## src/rtl/uart_pkg.sv

```systemverilog
// Shared UART definitions: TX arbiter FSM encoding, requester limit and timeout default.
package uart_pkg;

    localparam int unsigned NUM_REQ_MAX      = 8;
    localparam int unsigned BUSY_TIMEOUT_DEF = 16;
    localparam int unsigned BYTE_W           = 8;
    localparam int unsigned COUNT_W          = 16;

    typedef enum logic [1:0] {
        ST_IDLE      = 2'd0,
        ST_START     = 2'd1,
        ST_WAIT_BUSY = 2'd2,
        ST_WAIT_DONE = 2'd3
    } arb_state_t;

endpackage

```

## src/rtl/rr_picker.sv

```systemverilog
// Combinational round-robin picker: first set bit of req searching upward from ptr, wrapping at N-1.
module rr_picker #(
    parameter int unsigned N = 4,
    localparam int unsigned W = (N > 1) ? $clog2(N) : 1
) (
    input  logic [N-1:0] req,
    input  logic [W-1:0] ptr,
    output logic [W-1:0] winner,
    output logic         any
);

    logic [W-1:0] idx;

    // Scan offsets from farthest to nearest so the nearest set bit overwrites the rest.
    always_comb begin
        winner = ptr;
        idx    = ptr;
        for (int k = int'(N) - 1; k >= 0; k--) begin
            idx = W'((int'(ptr) + k) % int'(N));
            if (req[idx]) begin
                winner = idx;
            end
        end
    end

    assign any = |req;

endmodule

```

## src/rtl/uart_tx_arbiter.sv

```systemverilog
// Round-robin arbiter sharing one UART TX core among NUM_REQ byte requesters.
// Optional packet lock (keep serving one requester until req_last): UART_TX_ARB_PACKET_LOCK_EN.
module uart_tx_arbiter
    import uart_pkg::*;
#(
    parameter int unsigned NUM_REQ      = 4,
    parameter int unsigned BUSY_TIMEOUT = BUSY_TIMEOUT_DEF,
    localparam int unsigned ID_W        = $clog2(NUM_REQ)
) (
    input  logic                      clk,
    input  logic                      rst,
    input  logic [NUM_REQ-1:0]        req_valid,
    input  logic [BYTE_W*NUM_REQ-1:0] req_data,
    input  logic [NUM_REQ-1:0]        req_last,
    output logic [NUM_REQ-1:0]        req_ready,
    output logic                      tx_start,
    output logic [BYTE_W-1:0]         tx_data,
    input  logic                      tx_busy,
    output logic [ID_W-1:0]           grant_id,
    output logic                      arb_busy,
    output logic [COUNT_W-1:0]        byte_count,
    output logic                      err_timeout
);

    localparam int unsigned TO_W = $clog2(BUSY_TIMEOUT + 1);

    arb_state_t        state;
    logic [ID_W-1:0]   rr_ptr;
    logic [TO_W-1:0]   to_cnt;
    logic [ID_W-1:0]   next_id;
    logic [NUM_REQ-1:0] pick_req;
    logic [ID_W-1:0]   pick_winner;
    logic              pick_any;
    logic [BYTE_W-1:0] req_bytes [NUM_REQ];

    for (genvar i = 0; i < NUM_REQ; i++) begin : g_bytes
        assign req_bytes[i] = req_data[BYTE_W*i +: BYTE_W];
    end

    assign next_id = (grant_id == ID_W'(NUM_REQ - 1)) ? '0 : grant_id + ID_W'(1);

`ifdef UART_TX_ARB_PACKET_LOCK_EN
    logic lock;
    logic last_q;

    // While locked only the current owner is eligible; the picker then returns grant_id.
    assign pick_req = lock ? (req_valid & (NUM_REQ'(1) << grant_id)) : req_valid;
`else
    logic unused_last;

    assign pick_req    = req_valid;
    assign unused_last = ^req_last;
`endif

    rr_picker #(
        .N (NUM_REQ)
    ) u_picker (
        .req    (pick_req),
        .ptr    (rr_ptr),
        .winner (pick_winner),
        .any    (pick_any)
    );

    // Arbitration FSM; every output is registered here.
    always_ff @(posedge clk) begin
        if (rst) begin
            state       <= ST_IDLE;
            rr_ptr      <= '0;
            grant_id    <= '0;
            tx_data     <= '0;
            tx_start    <= 1'b0;
            req_ready   <= '0;
            arb_busy    <= 1'b0;
            byte_count  <= '0;
            err_timeout <= 1'b0;
            to_cnt      <= '0;
`ifdef UART_TX_ARB_PACKET_LOCK_EN
            lock        <= 1'b0;
            last_q      <= 1'b0;
`endif
        end else begin
            tx_start  <= 1'b0;
            req_ready <= '0;
            case (state)
                ST_IDLE: begin
                    if (pick_any) begin
                        tx_data    <= req_bytes[pick_winner];
                        grant_id   <= pick_winner;
                        tx_start   <= 1'b1;
                        req_ready  <= NUM_REQ'(1) << pick_winner;
                        byte_count <= byte_count + COUNT_W'(1);
                        arb_busy   <= 1'b1;
                        state      <= ST_START;
`ifdef UART_TX_ARB_PACKET_LOCK_EN
                        last_q     <= req_last[pick_winner];
`endif
                    end
                end
                ST_START: begin
                    to_cnt <= '0;
                    state  <= ST_WAIT_BUSY;
                end
                ST_WAIT_BUSY: begin
                    if (tx_busy) begin
                        state <= ST_WAIT_DONE;
                    end else if (to_cnt == TO_W'(BUSY_TIMEOUT - 1)) begin
                        // Core never acknowledged: flag it, drop any lock and move on.
                        err_timeout <= 1'b1;
                        rr_ptr      <= next_id;
                        arb_busy    <= 1'b0;
                        state       <= ST_IDLE;
`ifdef UART_TX_ARB_PACKET_LOCK_EN
                        lock        <= 1'b0;
`endif
                    end else begin
                        to_cnt <= to_cnt + TO_W'(1);
                    end
                end
                ST_WAIT_DONE: begin
                    if (!tx_busy) begin
                        arb_busy <= 1'b0;
                        state    <= ST_IDLE;
`ifdef UART_TX_ARB_PACKET_LOCK_EN
                        if (last_q) begin
                            lock   <= 1'b0;
                            rr_ptr <= next_id;
                        end else begin
                            lock   <= 1'b1;
                        end
`else
                        rr_ptr   <= next_id;
`endif
                    end
                end
                default: begin
                    state <= ST_IDLE;
                end
            endcase
        end
    end

endmodule

```

## config.mk

```make
export PLATFORM = sky130hd
export DESIGN_NAME = uart_tx_arbiter
export DESIGN_NICKNAME = d
export VERILOG_FILES = /design/src/rtl/uart_pkg.sv /design/src/rtl/rr_picker.sv /design/src/rtl/uart_tx_arbiter.sv
export SDC_FILE = /design/constraint.sdc
export NUM_CORES = 1
export LEC_CHECK = 0
export CAP_MARGIN = 20
export CORE_AREA = 4 4 71 73
export CTS_CLUSTER_SIZE = 24
export DETAILED_ROUTE_END_ITERATION = 6
export DIE_AREA = 0 0 75 77
export HOLD_SLACK_MARGIN = 0.06
export PLACE_DENSITY = 0.81
export SLEW_MARGIN = 20
export SYNTH_ARGS = -nofsm -noshare
export SYNTH_HDL_FRONTEND = slang
export SYNTH_HIERARCHICAL = 1
export SYNTH_SLANG_ARGS = --single-unit
```

## constraint.sdc

```tcl
create_clock -name clk -period 5 [get_ports clk]
set_input_delay 1 -clock clk [delete_from_list [all_inputs] [get_ports clk]]
set_output_delay 1 -clock clk [all_outputs]
set_load 0.1 [all_outputs]
```

==> metrics.cfg, run 1 <==
[sta]
slew_violations = 0
hold_viol = 0
rsz0062_at_grt = false
finalSetupViolCount = 0
finalSetupTns_ps = 0
tightest_slew_ps = 1015
slew_headroom = 0.3215
period_needed_ps = 3196
finClkSkew_ps = 8.259
fmax_mhz = 312.9
post-route-period-util = 0.6392

[setup_path]
startpoint_type = input pin
path_class = in2reg
slowest_delay_ps = 710
cp_cell_sequence = clkdlybuf4s50_1, nor2_1, nand2_1, nand2_1, or4_4, or3_1, a21oi_1
worstPathRequired_ps = 5230
path_common_cell = nand2_1
crit_arrival_ps = 3420
cpMaxStageDelayCell = or4_4
path_max_fanout = 20
critPathCaptureType = flip-flop

[global_routing]
gr-total-overflow = 0
grt_pass1_wl_mm = 8.252
antenna_found_initial = 0
grt_usage = 0.1819
grt_pass1_vias = 1841
grt_max_degree = 41

[placement]
place_hpwl_mm = 3.732
gp_congestion = 0.8099
placed_area_um2 = 2819
io_buffers = 71
place_inst = 345

[floorplanning]
ios = 76
rows = 24
dieArea_um2 = 5775
fp.dieH_um = 77
start_util = 0.4787
die_w_um = 75
coreArea_um2 = 4354

[clock_network]
cts-root-buf = clkbuf_8
cts_max_path_buffers = 2
hold_buffers = 0
clkSinkCount = 42
ctsResizeCount = 0
h-tree-depth = 2
clkSlewWorstSetupHoldPaths_ps = 90
cts_tree = yes
cts_setup_buffers = 0
cts_buffers = 5
insertion_delay_ps = 300

[power_and_ir_drop]
p_total_w = 0.001254
vdd_drop_max_mv = 0.2535
power_leakage_nw = 1.052
p_per_area_nw_per_um2 = 430.9

[flow_run]
drv_cap = 0

[logic_synthesis]
synth_seq_cells = 42
yosysUniqueCellTypes = 41
async_flop_share = 0
synthFlopType = dfxtp_1
syn_avg_cell_area_um2 = 9.024
synth-edff-count = 0
syn_inst = 231
yosysSeqAreaShare = 0.4034
syn_area_um2 = 2084
synth_nets = 283
ys.warnings.count = 6

[final_layout]
antenna_cells = 0
fillCellCount = 373
final_common_cell = clkdlybuf4s50_1
nets = 352
drive_above_1_share = 0.07641
postLayoutCoreUtil = 0.6681
final_cell_mix = clkdlybuf4s50_1 (71), dfxtp_1 (42), nand2_1 (35)
final_cells = 353
fin_area_um2 = 2909
syn_to_final_growth_pct = 39.56

[run_status]
outcome = finished, final reports clean

[detailed_routing]
drt_iter0_drc = 105
drtPass1Iterations = 4
wire_per_inst_um = 14.01
wl_mm = 4.947
drt-vias-per-instance = 5.518
vias = 1948
ant_nets = 0
drc = 0

[hold_path]
hold_class = reg2reg

-- where the power goes --
part	internal, W	leakage, nW	switching, W
sequential	0.000382	0.342	0.0000366
clock	0.0000981	0.0441	0.000122
combinational	0.000177	0.666	0.000438
-- area by class of cell --
cell class / instances / area, um^2 / share of cell area
Clock buffer: 5 / 68.82 / 0.02366
Clock inverter: 3 / 21.27 / 0.007312
Inverter: 7 / 26.28 / 0.009032
Multi-Input combinational cell: 172 / 1169 / 0.4017
Sequential cell: 42 / 840.8 / 0.2890
Tap cell: 52 / 65.06 / 0.02237
Timing Repair Buffer: 72 / 718.2 / 0.2469
-- critical path: cells and delay by family --
| family | cells | cell delay (ps) |
|---|---|---|
| AND/OR/NAND/NOR | 5 | 1730 |
| AO/OA/AOI/OAI | 1 | 140 |
| buffers and inverters | 1 | 550 |
-- through the flow --
stage          hold WS, ps  setup WS [ps]
2_1_floorplan        464.1           2338
3_3_place_gp         441.3           1563
5_1_grt              495.9           1660
3_5_place_dp         448.7           1510
4_1_cts              460.3           1818
6_report             459.0           1804
-- worst paths after layout --
check | from | end | slack [ps] | cells past startpoint
max | req_valid[3] | byte_count[15] | 1800 | 7
min | tx_data[0] | tx_data[0] | 460 | 2
max reg2reg | state[1] | byte_count[15] | 2600 | 6
min reg2reg | tx_data[0] | tx_data[0] | 460 | 2
-- flip-flops by register name, indices dropped and copies added (netlist names), 2 cells and up --
| name | flops |
|---|---|
| grant_id | 2 |
| rr_ptr | 2 |
| req_ready | 4 |
| to_cnt | 5 |
| state | 2 |
| byte_count | 16 |
| tx_data | 8 |
-- routing by layer --
metal  vias to the layer above  wire [um]  track usage
li1                        954          -            -
met2                        51       2548       0.3110
met1                       935       1997       0.2067
met3                         8        295      0.05621
met5                         -          0            0
met4                         0        106      0.06762
-- cells by family (layout without fill, tap and decap cells) --
family | count (synthesis) | count (layout) | share of synthesized area
buffers and inverters | 17 | 87 | 0.03601
xor gates and xnor gates | 14 | 14 | 0.05882
AOI/OAI and AO/OA | 33 | 33 | 0.09124
and+or+nand+nor | 106 | 106 | 0.2605
muxes | 10 | 10 | 0.09604
adders and majority gates | 9 | 9 | 0.05402
DFF | 42 | 42 | 0.4034
-- cells in the mapped netlist (3+ instances only) --
cell	number	area, um^2
nor2_1	23	86.33
nand4_1	6	37.54
xor2_1	6	52.55
inv_1	7	26.28
ha_1	9	112.6
nor3_1	8	40.04
nand2b_1	3	18.77
nand3_1	4	20.02
or3_1	3	18.77
xnor2_1	8	70.07
dfxtp_1	42	840.8
a21oi_1	20	100.1
o21ai_0	5	25.02
clkbuf_1	8	30.03
mux4_2	8	180.2
nor4_1	4	25.02
nand2_1	35	131.4
nor2b_1	3	18.77
(Power assumes the default switching activity.)
==> run 2: changes to the inputs <==
CORE_AREA = 4 4 74 76   (was 4 4 71 73)
DIE_AREA = 0 0 78 80   (was 0 0 75 77)
PLACE_DENSITY = 0.75   (was 0.81)
clock period = 3 ns   (was 5 ns; I/O delays follow)
==> metrics.cfg, run 2 (synthesis results as in run 1) <==
[placement]
io_buffers = 71  ; unchanged
gp_congestion = 0.7731  ; was 0.8099
place_hpwl_mm = 3.584  ; was 3.732 mm
place_inst = 363  ; was 345

[global_routing]
antenna_found_initial = 0  ; unchanged
grt_usage = 0.1534  ; was 0.1819
grt_pass1_vias = 1790  ; was 1841
grt_max_degree = 41  ; unchanged
gr-total-overflow = 0  ; unchanged
grt_pass1_wl_mm = 7.831  ; was 8.252 mm

[final_layout]
final_cells = 371  ; was 353
antenna_cells = 0  ; unchanged
regArea_um2 = 840.8  ; unchanged
top_regs = byte_count x16, tx_data x8, to_cnt x5  ; unchanged
multiInputGateArea_um2 = 1169  ; unchanged
syn_to_final_growth_pct = 38.72  ; was 39.56%
final_cell_mix = dfxtp_1 (42), clkdlybuf4s50_1 (38), buf_4 (37)  ; was clkdlybuf4s50_1 (71), dfxtp_1 (42), nand2_1 (35)
largest_register_ffs = 16  ; unchanged
nets = 355  ; was 352
final_common_cell = dfxtp_1  ; was clkdlybuf4s50_1
drive_above_1_share = 0.1941  ; was 0.07641
fillCellCount = 418  ; was 373
top_register = byte_count  ; unchanged

[clock_network]
clkSinkCount = 42  ; unchanged
h-tree-depth = 2  ; unchanged
cts_setup_buffers = 0  ; unchanged
cts-root-buf = clkbuf_8  ; unchanged
ctsResizeCount = 0  ; unchanged
clkSlewWorstSetupHoldPaths_ps = 80  ; was 90 ps
hold_buffers = 0  ; unchanged
cts_buffers = 5  ; unchanged
cts_tree = yes  ; unchanged
insertion_delay_ps = 290  ; was 300 ps
cts_max_path_buffers = 2  ; unchanged

[power_and_ir_drop]
vdd_drop_max_mv = 0.3581  ; was 0.2535 mV
power_leakage_nw = 1.136  ; was 1.052 nW
p_per_area_nw_per_um2 = 744.3  ; was 430.9 nW/um^2

[sta]
slew_headroom = 0.5272  ; was 0.3215
finClkSkew_ps = 6.834  ; was 8.259 ps
period_needed_ps = 2490
finalSetupViolCount = 0  ; unchanged
holdWs_ps = 456.7  ; was 459.0 ps
finalSetupTns_ps = 0  ; unchanged
hold_viol = 0  ; unchanged
fmax_mhz = 401.6
tightest_slew_ps = 708.8  ; was 1015 ps
post-route-period-util = 0.8300
rsz0062_at_grt = false  ; unchanged
slew_violations = 0  ; unchanged

[setup_path]
crit_arrival_ps = 2660  ; was 3420 ps
worstPathRequired_ps = 3170  ; was 5230 ps
worstReg2RegStart = rr_ptr[0]  ; was state[1]
path_class = in2reg  ; unchanged
ff2ff_path_depth = 6  ; unchanged
critPathCaptureType = flip-flop  ; unchanged
startpoint_type = input pin  ; unchanged
r2r_end = tx_data[3]  ; was byte_count[15]
path_max_fanout = 10  ; was 20
reg2reg_setup_slack_ps = 910  ; was 2600 ps

[detailed_routing]
wire_per_inst_um = 12.67  ; was 14.01 um
wl_mm = 4.700  ; was 4.947 mm
vias = 1879  ; was 1948
drc = 0  ; unchanged
drt_iter0_drc = 63  ; was 105
ant_nets = 0  ; unchanged
drt-vias-per-instance = 5.065  ; was 5.518
drtPass1Iterations = 4  ; unchanged

[floorplanning]
fp.dieH_um = 80  ; was 77 um
start_util = 0.4413  ; was 0.4787
dieArea_um2 = 6240  ; was 5775 um^2
coreArea_um2 = 4723  ; was 4354 um^2
die_w_um = 78  ; was 75 um
ios = 76  ; unchanged
rows = 25  ; was 24

[flow_run]
drv_cap = 0  ; unchanged

[hold_path]
holdPathEnd = tx_data[1]  ; was tx_data[0]
worstHoldPathCells = 2  ; unchanged
hold_class = reg2reg  ; unchanged
hold_start = tx_data[1]  ; was tx_data[0]

[run_status]
outcome = finished, final reports clean  ; unchanged

-- run 2: routing by layer --
layer / routed length (um) / global-route usage
met5: 0 / 0
met4: 51 / 0.04720
met3: 253 / 0.03837
met2: 2331 / 0.2783
met1: 2063 / 0.1769
-- run 2: stage by stage --
step                power [W]  cell area (um^2)    util  setup slack, ps
detailed placement   0.001728              2778  0.5881            199.5
CTS                  0.002176              2892  0.6122            513.5
finish               0.002152              2892  0.6122            510.1
global placement     0.001716              2778  0.5881            210.0
floorplan            0.001484              2085       -            599.2
global route         0.002274              2892  0.6122            400.7
-- run 2: area by class of cell --
cell class                      instances  share of cell area
Multi-Input combinational cell        172              0.4042
Timing Repair Buffer                   75              0.2276
Clock buffer                            5             0.02380
Clock inverter                          3             0.01558
Inverter                                7            0.009087
Sequential cell                        42              0.2908
Tap cell                               67             0.02899
-- run 2: where the power goes --
part	internal (W)	switching, W
Sequential	0.000636	0.0000604
Combinational	0.000289	0.000723
Clock	0.000247	0.000196
-- run 2: critical path: stages --
cell	delay (ps)
clkdlybuf4s50_1	550
and3b_1	190
or4_1	460
nand2_1	330
mux4_2	360
nand2_1	90
a21oi_1	70
-- run 2: worst max path at each step --
stage / start / endpoint / slack [ps]
4_1_cts: req_valid[0] / tx_data[3] / 510
5_1_grt: req_valid[3] / tx_data[5] / 400
2_1_floorplan: byte_count[4] / byte_count[15] / 600
6_report: req_valid[3] / tx_data[3] / 510
3_3_place_gp: req_valid[3] / tx_data[5] / 210
3_5_place_dp: req_valid[3] / tx_data[3] / 200
